`src/rtl/i2c_txn_arbiter_if.sv`:
```
// rtl/i2c_txn_arbiter_if.sv - requester/master handshake bundle for the I2C transaction arbiter
interface i2c_txn_arbiter_if;
    logic [1:0]  req;
    logic [1:0]  gnt;
    logic [1:0]  s_valid;
    logic [15:0] s_data;
    logic [1:0]  s_last;
    logic [1:0]  s_ready;
    logic        m_valid;
    logic [7:0]  m_data;
    logic        m_first;
    logic        m_last;
    logic        m_ready;
    logic        m_done;
    logic        m_abort;
    logic [1:0]  err;

    modport master (
        input  req, s_valid, s_data, s_last, m_ready, m_done,
        output gnt, s_ready, m_valid, m_data, m_first, m_last, m_abort, err
    );

    modport slave (
        output req, s_valid, s_data, s_last, m_ready, m_done,
        input  gnt, s_ready, m_valid, m_data, m_first, m_last, m_abort, err
    );
endinterface

```
`src/rtl/i2c_txn_arbiter.sv`:
```
// rtl/i2c_txn_arbiter.sv - two-requester round-robin arbiter with stall watchdog for one I2C byte master
module i2c_txn_arbiter #(
    parameter int TIMEOUT_CYCLES = 27000
) (
    input  logic               clk,
    input  logic               rst,
    i2c_txn_arbiter_if.master  bus
);
    localparam int TW = $clog2(TIMEOUT_CYCLES + 1);
    localparam logic [TW-1:0] TLIM = TW'(TIMEOUT_CYCLES);

    typedef enum logic [1:0] {IDLE, GRANT, DRAIN, ABORT} state_t;

    state_t        state, state_nx;
    logic [1:0]    gnt, gnt_nx;
    logic          last_srv, last_srv_nx;
    logic          first_pending, first_nx;
    logic [TW-1:0] timer, timer_nx, timer_inc;
    logic          abort_pulse, abort_nx;
    logic          g;
    logic          win;
    logic          accept;

    logic [1:0]    s_ready;
    logic          m_valid;
    logic [7:0]    m_data;
    logic          m_first;
    logic          m_last;

    assign g         = gnt[1];
    assign timer_inc = timer + TW'(1);

    always_ff @(posedge clk or posedge rst) begin
        if (rst) begin
            state         <= IDLE;
            gnt           <= 2'b00;
            last_srv      <= 1'b1;
            first_pending <= 1'b0;
            timer         <= '0;
            abort_pulse   <= 1'b0;
        end else begin
            state         <= state_nx;
            gnt           <= gnt_nx;
            last_srv      <= last_srv_nx;
            first_pending <= first_nx;
            timer         <= timer_nx;
            abort_pulse   <= abort_nx;
        end
    end

    always_comb begin
        state_nx    = state;
        gnt_nx      = gnt;
        last_srv_nx = last_srv;
        first_nx    = first_pending;
        timer_nx    = timer;
        abort_nx    = 1'b0;
        win         = 1'b0;
        accept      = 1'b0;
        s_ready     = 2'b00;
        m_valid     = 1'b0;
        m_data      = 8'h00;
        m_first     = 1'b0;
        m_last      = 1'b0;

        case (state)
            IDLE: begin
                if (bus.req != 2'b00) begin
                    // On a tie the requester that was not served last wins.
                    win      = (bus.req == 2'b11) ? ~last_srv : bus.req[1];
                    gnt_nx   = win ? 2'b10 : 2'b01;
                    first_nx = 1'b1;
                    timer_nx = '0;
                    state_nx = GRANT;
                end
            end
            GRANT: begin
                m_valid    = bus.s_valid[g];
                m_data     = g ? bus.s_data[15:8] : bus.s_data[7:0];
                m_last     = bus.s_last[g];
                s_ready    = g ? {bus.m_ready, 1'b0} : {1'b0, bus.m_ready};
                m_first    = first_pending & m_valid;
                accept     = bus.s_valid[g] & bus.m_ready;
                if (accept) begin
                    first_nx = 1'b0;
                    timer_nx = '0;
                    if (bus.s_last[g]) begin
                        state_nx = DRAIN;
                    end
                end else if (timer_inc == TLIM) begin
                    state_nx = ABORT;
                    abort_nx = 1'b1;
                end else begin
                    timer_nx = timer_inc;
                end
            end
            DRAIN, ABORT: begin
                if (bus.m_done) begin
                    gnt_nx      = 2'b00;
                    last_srv_nx = g;
                    state_nx    = IDLE;
                end
            end
            default: begin
                state_nx = IDLE;
                gnt_nx   = 2'b00;
            end
        endcase
    end

    assign bus.gnt     = gnt;
    assign bus.s_ready = s_ready;
    assign bus.m_valid = m_valid;
    assign bus.m_data  = m_data;
    assign bus.m_first = m_first;
    assign bus.m_last  = m_last;
    assign bus.m_abort = abort_pulse;
    assign bus.err     = abort_pulse ? gnt : 2'b00;
endmodule

```
`src/flat_wrapper.sv`:
```
// flat-port wrapper written by rule: the top's interface ports become plain ports
module i2c_txn_arbiter_flat 
#(
    parameter int TIMEOUT_CYCLES = 27000
)
  (clk, rst, bus_req, bus_s_valid, bus_s_data, bus_s_last, bus_m_ready, bus_m_done, bus_gnt, bus_s_ready, bus_m_valid, bus_m_data, bus_m_first, bus_m_last, bus_m_abort, bus_err);
  i2c_txn_arbiter_if bus_i ();
  input  logic clk;
  input  logic rst;
  input wire logic [$bits(bus_i.req)-1:0] bus_req;
  input wire logic [$bits(bus_i.s_valid)-1:0] bus_s_valid;
  input wire logic [$bits(bus_i.s_data)-1:0] bus_s_data;
  input wire logic [$bits(bus_i.s_last)-1:0] bus_s_last;
  input wire logic [$bits(bus_i.m_ready)-1:0] bus_m_ready;
  input wire logic [$bits(bus_i.m_done)-1:0] bus_m_done;
  output wire logic [$bits(bus_i.gnt)-1:0] bus_gnt;
  output wire logic [$bits(bus_i.s_ready)-1:0] bus_s_ready;
  output wire logic [$bits(bus_i.m_valid)-1:0] bus_m_valid;
  output wire logic [$bits(bus_i.m_data)-1:0] bus_m_data;
  output wire logic [$bits(bus_i.m_first)-1:0] bus_m_first;
  output wire logic [$bits(bus_i.m_last)-1:0] bus_m_last;
  output wire logic [$bits(bus_i.m_abort)-1:0] bus_m_abort;
  output wire logic [$bits(bus_i.err)-1:0] bus_err;
  assign bus_i.req = bus_req;
  assign bus_i.s_valid = bus_s_valid;
  assign bus_i.s_data = bus_s_data;
  assign bus_i.s_last = bus_s_last;
  assign bus_i.m_ready = bus_m_ready;
  assign bus_i.m_done = bus_m_done;
  assign bus_gnt = bus_i.gnt;
  assign bus_s_ready = bus_i.s_ready;
  assign bus_m_valid = bus_i.m_valid;
  assign bus_m_data = bus_i.m_data;
  assign bus_m_first = bus_i.m_first;
  assign bus_m_last = bus_i.m_last;
  assign bus_m_abort = bus_i.m_abort;
  assign bus_err = bus_i.err;
  i2c_txn_arbiter #(.TIMEOUT_CYCLES(TIMEOUT_CYCLES)) u_core (.clk(clk), .rst(rst), .bus(bus_i));
endmodule
```
`config.mk`:
```
export PLATFORM = sky130hd
export DESIGN_NAME = i2c_txn_arbiter_flat
export DESIGN_NICKNAME = d
export VERILOG_FILES = /design/src/rtl/i2c_txn_arbiter_if.sv /design/src/rtl/i2c_txn_arbiter.sv /design/src/flat_wrapper.sv
export SDC_FILE = /design/constraint.sdc
export NUM_CORES = 1
export LEC_CHECK = 0
export CAP_MARGIN = 40
export CORE_UTILIZATION = 25
export CTS_CLUSTER_SIZE = 24
export DETAILED_ROUTE_END_ITERATION = 10
export PLACE_DENSITY = 0.53
export SETUP_SLACK_MARGIN = 0.15
export SYNTH_ARGS = -nofsm -noshare
export SYNTH_HDL_FRONTEND = slang
export SYNTH_SLANG_ARGS = --single-unit
```
`constraint.sdc`:
```
create_clock -name clk -period 2.6 [get_ports clk]
set_input_delay 0.39 -clock clk [delete_from_list [all_inputs] [get_ports clk]]
set_output_delay 0.39 -clock clk [all_outputs]
set_load 0.005 [all_outputs]
```
==> flow_metrics.tcl <==
set metrics [dict create \
    htreeDepth 1 \
    crit_start "u_core.timer[0]" \
    clock-sinks 22 \
    ios 44 \
    async_flop_share_pct 100 \
    syn_area_mm2 0.00163 \
    diodes 0 \
    period_share_pct 88.1 \
    clk_latency_ns 0.27 \
    setup-tns-final_ns 0 \
    core.rowCount 29 \
    clockRootBuffer "clkbuf_8" \
    synth-edff-count 0 \
    yosys_warnings 0 \
    fmax_mhz 436 \
    worst_ep_arrival_time_ns 2.46 \
    slew_violations 0 \
    drt_wl_total_mm 4.49 \
    worst-r2r-cell-count 8 \
    synthToLayoutAreaGrowth_pct 39.2 \
    die-area_mm2 0.00683 \
    synth_ff_type "dfrtp_1" \
    reg2reg_slack_ns 0.31 \
    antenna_found_initial 0 \
    path_max_fanout 7 \
    vias 1605 \
    crit_slowest_cell "o32a_1" \
    drt_iter0_drc 172 \
    grtUsageTotal_pct 13.7 \
    fin_ws_ns 0.309 \
    crit_end "u_core.timer[1]" \
    syn_inst 198 \
    r2r_start "u_core.timer[0]" \
    postSynthAreaPerCell_um2 8.21 \
    p_per_area_mw_per_mm2 744 \
    crit_required_ns 2.76 \
    drt-pass1-iter-count 4 \
    status "completed" \
    max_slew_margin_pct 61.1 \
    final_nets 273 \
    tightestPinTransition_ns 0.579 \
    rsz0062_at_grt "no" \
    grt-ovfl-total 0 \
    finClkSkew_ns 0.00273 \
    grt_pass1_wl_mm 7.05 \
    cts_tree "built" \
    initial_core_util_pct 25.8 \
    cp_slowest_stage_delay_ns 0.40 \
    ys_seq_area_share_pct 33.9 \
    grt_max_degree 23 \
    cts.path.max_buffers 2 \
    path_class "reg2reg" \
    final_layout_size_suffix_gt1_share_pct 14.3 \
    r2r_end "u_core.timer[1]" \
    period_needed_ns 2.29 \
    cts_buffers 3 \
    dp_hpwl_mm 3.39 \
    hold_violations 0 \
    die_h_um 82.7 \
    synth-seq-cells 22 \
    preCtsSetupSlack_ns 0.281 \
    grt_pass1_vias 1406 \
    drc 0 \
    gp_congestion 0.787 \
    wl_per_cell_um 14.0 \
    core_area_mm2 0.00631 \
    avgViaCountPerCell 5.00 \
    clk_pin_slew_ns 0.09 \
    post-route-util_pct 35.9 \
    ant_nets 0 \
    ys_types 50 \
    die_w_um 82.7 \
    maxCapViolCount 0 \
    p_leak_nw 0.897 \
    port_buffers 43 \
    holdBufCountCts 0 \
    holdCritPathClass "in2async" \
    end_kind "register" \
    max-vdd-ir-drop_mv 0.243 \
    path_cells "ha_2 > nand3_2 > o32a_1 > o32ai_2 > nand4_2 > nor2_4 > nor2_2 > a22o_1" \
    syn-num-nets 226 \
    setup_viol 0 \
    start_kind "register" \
]
==> power breakdown <==
part / leakage (nW) / internal [mW] / switching, mW
Clock: 0.0357 / 0.206 / 0.126
Sequential: 0.293 / 0.410 / 0.0519
Combinational: 0.569 / 0.431 / 0.459
==> critical path, delay by kind of cell, from the launching register on <==
family                     cells  cell delay (ns)
adders and majority gates      1             0.26
AOI/OAI and AO/OA              3             0.88
and+or+nand+nor                4             0.68
DFF                            1             0.37
==> cell families after synthesis <==
kind of cell               after synthesis  share of synthesized area (%)
xor gates and xnor gates                 2                           1.08
AOI/OAI and AO/OA                       53                           21.3
muxes                                   11                           6.85
buffers and inverters                   15                           3.69
and+or+nand+nor                         93                           31.6
DFF                                     22                           33.9
adders and majority gates                2                           1.54
==> state kept, by name, indices dropped and copies added, names as in the netlist <==
| register | flops |
|---|---|
| u_core.last_srv | 1 |
| u_core.bus.gnt | 2 |
| u_core.first_pending | 1 |
| u_core.bus.m_abort | 1 |
| u_core.timer | 15 |
| u_core.state | 2 |
==> per-stage QoR <==
stage	cells	hold WS [ns]	power (mW)	cell area (um^2)
after global routing	321	0.533	1.82	2260
after CTS	321	0.465	1.69	2260
final	321	0.452	1.68	2260
after detailed placement	317	0.517	1.36	2190
after floorplan	198	0.378	0.954	1630
after global placement	317	0.510	1.37	2190
==> metal layers <==
layer	track usage, %	up-vias	part of all wire (%)
met1	19.2	762	49
met3	1.10	6	1.6
met5	0	-	0
li1	-	812	-
met4	5.34	0	1.6
met2	21.6	25	48
==> Yosys cell counts (2+ instances only) <==
cell / instances / area share [%]
o211ai_1: 2 / 0.92
o21ai_0: 16 / 4.9
nand2_1: 23 / 5.3
and2_1: 6 / 2.3
nor4_2: 2 / 1.5
a22oi_1: 2 / 0.92
nand2b_1: 6 / 2.3
inv_1: 3 / 0.69
nand3_1: 5 / 1.5
buf_2: 3 / 0.92
mux2i_1: 10 / 6.2
dfrtp_1: 21 / 32
ha_1: 2 / 1.5
o31ai_1: 3 / 1.4
or2_2: 3 / 1.2
and3_1: 6 / 2.3
nor3_1: 3 / 0.92
clkbuf_1: 8 / 1.8
o21ai_1: 6 / 1.8
a31oi_1: 4 / 1.5
nand4_2: 3 / 2.3
a21oi_1: 9 / 2.8
nor2_1: 23 / 5.3
nand4_1: 2 / 0.77
nand3_2: 2 / 1.2
==> area by class of cell <==
type / instances / area (um^2)
flip-flops and latches: 22 / 552
well taps: 77 / 96.3
multi-input cells: 161 / 1020
inverters: 3 / 11.3
fillers: 663 / 4050
clock inverters: 1 / 30.0
clock buffers: 3 / 41.3
repair buffers: 54 / 513
==> what timing repair did <==
action / CTS / global route
endpoints found under the setup margin: 0 / 3
resized for setup: 0 / 2
buffers inserted: 0 / 0
==> layout by cell type, fill, tap and decap left out, types with 2 or more instances in the layout <==
| cell type | count |
|---|---|
| inv_1 | 3 |
| o21ai_1 | 5 |
| buf_4 | 11 |
| nor3_1 | 3 |
| and3_1 | 6 |
| o31ai_1 | 3 |
| dfrtp_1 | 21 |
| nand2_1 | 23 |
| clkdlybuf4s50_1 | 43 |
| o211ai_1 | 2 |
| a21oi_1 | 9 |
| nand3_2 | 2 |
| nand3_1 | 5 |
| o21ai_0 | 16 |
| nor4_2 | 2 |
| a22oi_1 | 2 |
| nand4_1 | 2 |
| nor2_1 | 23 |
| nand4_2 | 3 |
| clkbuf_8 | 3 |
| mux2i_1 | 10 |
| or2_2 | 3 |
| and2_1 | 6 |
| nand2b_1 | 6 |
| a31oi_1 | 4 |
==> worst min path at each step <==
stage                           from                  to  cells past startpoint
floorplan                        rst   u_core.bus.gnt[0]                      1
global placement    u_core.timer[14]    u_core.timer[14]                      1
detailed placement  u_core.timer[14]    u_core.timer[14]                      1
CTS                              rst    u_core.timer[13]                      3
global route                     rst  u_core.bus.m_abort                      3
finish                           rst  u_core.bus.m_abort                      3
Note: power is estimated with default switching activity, not from simulation.
==> variant 1, RTL diff (same settings) <==
The 4 states of `state_t` get a one-hot encoding in 4 bits.
--- a/src/rtl/i2c_txn_arbiter.sv
+++ b/src/rtl/i2c_txn_arbiter.sv
@@ -11,3 +11,3 @@
 
-    typedef enum logic [1:0] {IDLE, GRANT, DRAIN, ABORT} state_t;
+    typedef enum logic [3:0] {IDLE = 4'b0001, GRANT = 4'b0010, DRAIN = 4'b0100, ABORT = 4'b1000} state_t;
 
Function: no difference found for any inputs over 10 cycles, from zero or initial values and one cycle with rst high; not proved beyond that.
==> variant 1 against the original RTL <==
- the run now ends with design-rule violations left
- sequential cell count rose by 2
- via count rose by 8.3%
- clock skew rose by 1.8 ps
- total power rose by 3.2%
- hold slack got worse by 95 ps
- count of clock-buffer cells in the layout did not move
- routed wire length rose by 7.8%
- critical path depth fell by 5
- final area rose by 8.5%
- setup slack got worse by 79 ps
- utilization rose by 2.2 points
- sequential power rose by 14%
- area after synthesis rose by 4.7%
- fmax fell by 3.3%
==> variant 1: results (changes against the original RTL) <==
OUTCOME
-----------------------------------------------------------------------------
Run status                                                       finished, violations left
Violations in the final reports                                  design-rule violations

DETAILED ROUTING
-----------------------------------------------------------------------------
Vias per Instance                                                        5.08   +1.7%
Post-route DRC                                                              2   +2
Number of DRC markers in iteration 0                                      103   -40%

WORST SETUP PATH
-----------------------------------------------------------------------------
Timing startpoint of the critical path                           u_core.state[2]
Critical Path AT                                                      1980 ps   -480 ps
Register-to-register setup slack                                       240 ps   -70 ps
Slowest library cell on the worst path                           sky130_fd_sc_hd__or4b_4

PLACE
-----------------------------------------------------------------------------
HPWL after DPL                                                        3640 um   +7.4%
Worst setup timing slack at the placement stage                       73.6 ps   -208 ps
Cell count after placement                                                328   +3.5%

LAYOUT
-----------------------------------------------------------------------------
Fillers                                                                   666   +0.45%
Largest registers                                                u_core.timer x15, u_core.state x4, u_core.bus.gnt x2

TIMING
-----------------------------------------------------------------------------
Worst-case clock skew                                                 4.54 ps   +1.81 ps
Worst hold slack                                                       357 ps   -95.0 ps
Final period utilization                                                91.2%   +3.0 points

PWR
-----------------------------------------------------------------------------
Peak supply drop                                                     0.266 mV   +9.4%
Leakage power figure                                                  1.01 nW   +13%

GRT
-----------------------------------------------------------------------------
Largest net degree at the start of global routing                          15   -35%
Vias in the first global route                                          1,644   +17%

SYNTHESIS
-----------------------------------------------------------------------------
Cells taking the most area after synthesis                       sky130_fd_sc_hd__dfrtp_1 32%, sky130_fd_sc_hd__o21ai_0 7.1%, sky130_fd_sc_hd__mux2i_1 5.3%, sky130_fd_sc_hd__nand2_1 4.6%, sky130_fd_sc_hd__nor2_1 4.4%
Commonest cells in the synthesized netlist                       24 x sky130_fd_sc_hd__o21ai_0, 22 x sky130_fd_sc_hd__dfrtp_1, 21 x sky130_fd_sc_hd__nand2_1
Number of cells produced by synthesis                                     206   +4.0%
Portion of the post-synthesis area used by sequential elements          35.4%   +1.5 points

[variant 1: cells by family after synthesis]
group | Yosys count | synth area share, %
fa+ha+maj | 2 | 1.47
buf+inv | 18 | 5.73
mux | 12 | 7.27
simple gates | 91 | 27.6
compound gates | 56 | 20.9
xor+xnor | 3 | 1.54
flops | 24 | 35.4
[variant 1: metrics by stage]
step | area (um^2) | utilization [%] | total power [mW]
floorplan | 1720 | - | 0.954
global placement | 2270 | 35.2 | 1.34
detailed placement | 2270 | 35.2 | 1.33
CTS | 2390 | 36.9 | 1.70
global route | 2460 | 38.0 | 1.87
finish | 2460 | 38.0 | 1.74
[variant 1: final cells by class]
| type | count | share of cell area, % |
|---|---|---|
| Clock buffer | 3 | 1.68 |
| Clock inverter | 1 | 1.22 |
| Inverter | 6 | 0.917 |
| Multi-Input combinational cell | 165 | 42.8 |
| Sequential cell | 24 | 24.7 |
| Tap cell | 77 | 3.92 |
| Timing Repair Buffer | 66 | 24.8 |
[variant 1: timing repair]
action	4_1_cts	5_1_grt
setup buffers	5	4
endpoints found under the setup margin	13	14
gates resized for setup	1	11
cloned	0	1
pin swaps	5	8
[variant 1: layer usage]
metal / vias up / wire length, um / global-route usage [%]
met4: 0 / 134 / 5.55
met1: 819 / 2430 / 20.1
met2: 30 / 2190 / 22.2
met3: 12 / 86 / 1.28
li1: 878 / - / -
met5: - / 0 / 0
[variant 1: where the power goes]
group / total [mW] / switching, mW / internal, mW / leakage (nW)
clock: 0.334 / 0.128 / 0.206 / 0.0357
combinational: 0.880 / 0.424 / 0.456 / 0.662
sequential: 0.525 / 0.0825 / 0.442 / 0.315
[variant 1: path summary, 6_finish.rpt]
check / endpoint / cells after the start
hold reg to reg: u_core.first_pending / 1
min in group clk: u_core.first_pending / 1
setup / recovery: bus_m_data[6] / 3
max in group asynchronous: u_core.timer[0] / 3
hold / removal: u_core.bus.gnt[1] / 2
setup reg to reg: u_core.state[1] / 8
==> variant 2, RTL diff (config.mk and constraints unchanged) <==
Without the edit above. `TIMEOUT_CYCLES` is set to 27000 in 2 places; all go to 108000.
--- a/src/rtl/i2c_txn_arbiter.sv
+++ b/src/rtl/i2c_txn_arbiter.sv
@@ -2,3 +2,3 @@
 module i2c_txn_arbiter #(
-    parameter int TIMEOUT_CYCLES = 27000
+    parameter int TIMEOUT_CYCLES = 108000
 ) (
--- a/src/flat_wrapper.sv
+++ b/src/flat_wrapper.sv
@@ -3,3 +3,3 @@
 #(
-    parameter int TIMEOUT_CYCLES = 27000
+    parameter int TIMEOUT_CYCLES = 108000
 )
Formal check against the unedited RTL: same outputs for any inputs over 10 cycles, from zero or initial values and one cycle with rst high; that may be too few to reach the edited logic, so the function may still have changed.
==> variant 2 against the original RTL <==
- largest cell class unchanged
- area after synthesis up 5.5%
- count of clock-buffer cells in the layout up 1
- final area up 3.6%
- critical endpoint is now u_core.timer[10]
- via count up 1.2%
- hold slack better by 5.4 ps
- sequential share of layout area up 1.3 points
- setup slack worse by 14 ps
- routed wire length up 6.4%
- total power up 1.0%
- sequential cell count up 2
- die area up 5.3%
==> variant 2: results (changes against the original RTL) <==
SYNTHESIS
------------------------------------------------------------------------------------
Portion of the post-synthesis area used by sequential elements                 35.1%   +1.2 points
Adder-cell share of the synthesized area                                      0.729%   -0.81 points
Parity-gate share of the synthesized area counting xor and xnor cells          4.01%   +2.9 points
Post-synthesis register bit count                                                 24   +9.1%
Cells taking the most area after synthesis                              sky130_fd_sc_hd__dfrtp_1 34%, sky130_fd_sc_hd__mux2i_1 7.0%, sky130_fd_sc_hd__nand2_1 5.0%, sky130_fd_sc_hd__nor2_1 4.6%, sky130_fd_sc_hd__nor4_4 3.7%
Area fraction in compound gates after synthesis                                17.4%   -3.9 points
Post-synth cell types                                                             51   +2.0%

LAYOUT
------------------------------------------------------------------------------------
Largest registers                                                       u_core.timer x17, u_core.bus.gnt x2, u_core.state x2
Clock buffer count in the final layout                                             4   +1
# nets final                                                                     269   -1.5%
Fillers                                                                          645   -2.7%
Number of multi-input logic gates                                                156   -3.1%
Sequential fraction of total cell area                                         25.6%   +1.3 points
Inverters                                                                          2   -1
Clock buf/inv share                                                            2.35%   -0.80 points
Buffers, non-clock                                                                55   +1.9%
Fraction of final layout cells sized beyond drive strength 1                   14.1%   -0.24 points

PWR
------------------------------------------------------------------------------------
Part of the total power dissipated in the clock network                        15.3%   -4.4 points
Net Sw Frac                                                                    38.0%   +0.18 points
Combinational power                                                         0.932 mW   +4.6%

TIMING
------------------------------------------------------------------------------------
Slew at the pin with the worst max-slew slack                                 590 ps   +11.6 ps
Worst-case clock skew                                                        7.98 ps   +5.25 ps

WORST SETUP PATH
------------------------------------------------------------------------------------
Delay of the slowest critical-path stage                                      430 ps   +30 ps
Slowest library cell on the worst path                                  sky130_fd_sc_hd__dfrtp_1
Crit-path leading delay family                                          simple AND/OR/NAND/NOR gates
Number of cell instances on the worst register-to-register path                    7   -1

GRT
------------------------------------------------------------------------------------
Wire length of the first global-routing pass                                 7820 um   +11%
Vias in the first global route                                                 1,545   +9.9%
Global routing usage on met1                                                   20.6%   +1.5 points
Met3 usage in global routing                                                   2.14%   +1.0 points

PLACE
------------------------------------------------------------------------------------
Final Wtd Congestion                                                           0.812   +3.2%

DETAILED ROUTING
------------------------------------------------------------------------------------
Met2 Wirelength                                                              2210 um   +3.5%
Vias                                                                           1,625   +1.2%
WL met3                                                                       175 um   +150%
Mean routed wirelength per cell                                              15.0 um   +7.4%
Number of DRC markers in iteration 0                                             111   -35%

OUTCOME
------------------------------------------------------------------------------------
Run status                                                                 completed

[variant 2: changes by cell type in the layout (fill, tap and decap cells not counted), moves of 4 or more]
cell                       change
sky130_fd_sc_hd__nand2b_1      -4
sky130_fd_sc_hd__o21ai_0      -12
sky130_fd_sc_hd__o21ai_1       +5
sky130_fd_sc_hd__xnor2_1       +4
[variant 2: final timing paths]
kind / endpoint / slack [ps]
max: u_core.timer[10] / 290
min in group clk: u_core.first_pending / 500
min reg2reg: u_core.first_pending / 500
max in group asynchronous: u_core.last_srv / 1850
min: u_core.timer[2] / 460
max reg2reg: u_core.timer[10] / 290
[variant 2: through the flow]
stage	instance area, um^2	total power, mW	hold WS (ps)	setup slack (ps)	cells
floorplan	1720	0.998	404	376	192
global placement	2270	1.45	477	172	313
global route	2350	1.82	511	178	318
detailed placement	2270	1.45	475	117	313
finish	2350	1.70	457	294	318
CTS	2320	1.72	474	232	317
[variant 2: tightest hold or removal path, delay by kind of cell]
| family | cells | cell delay, ps |
|---|---|---|
| buffers and inverters | 3 | 740 |
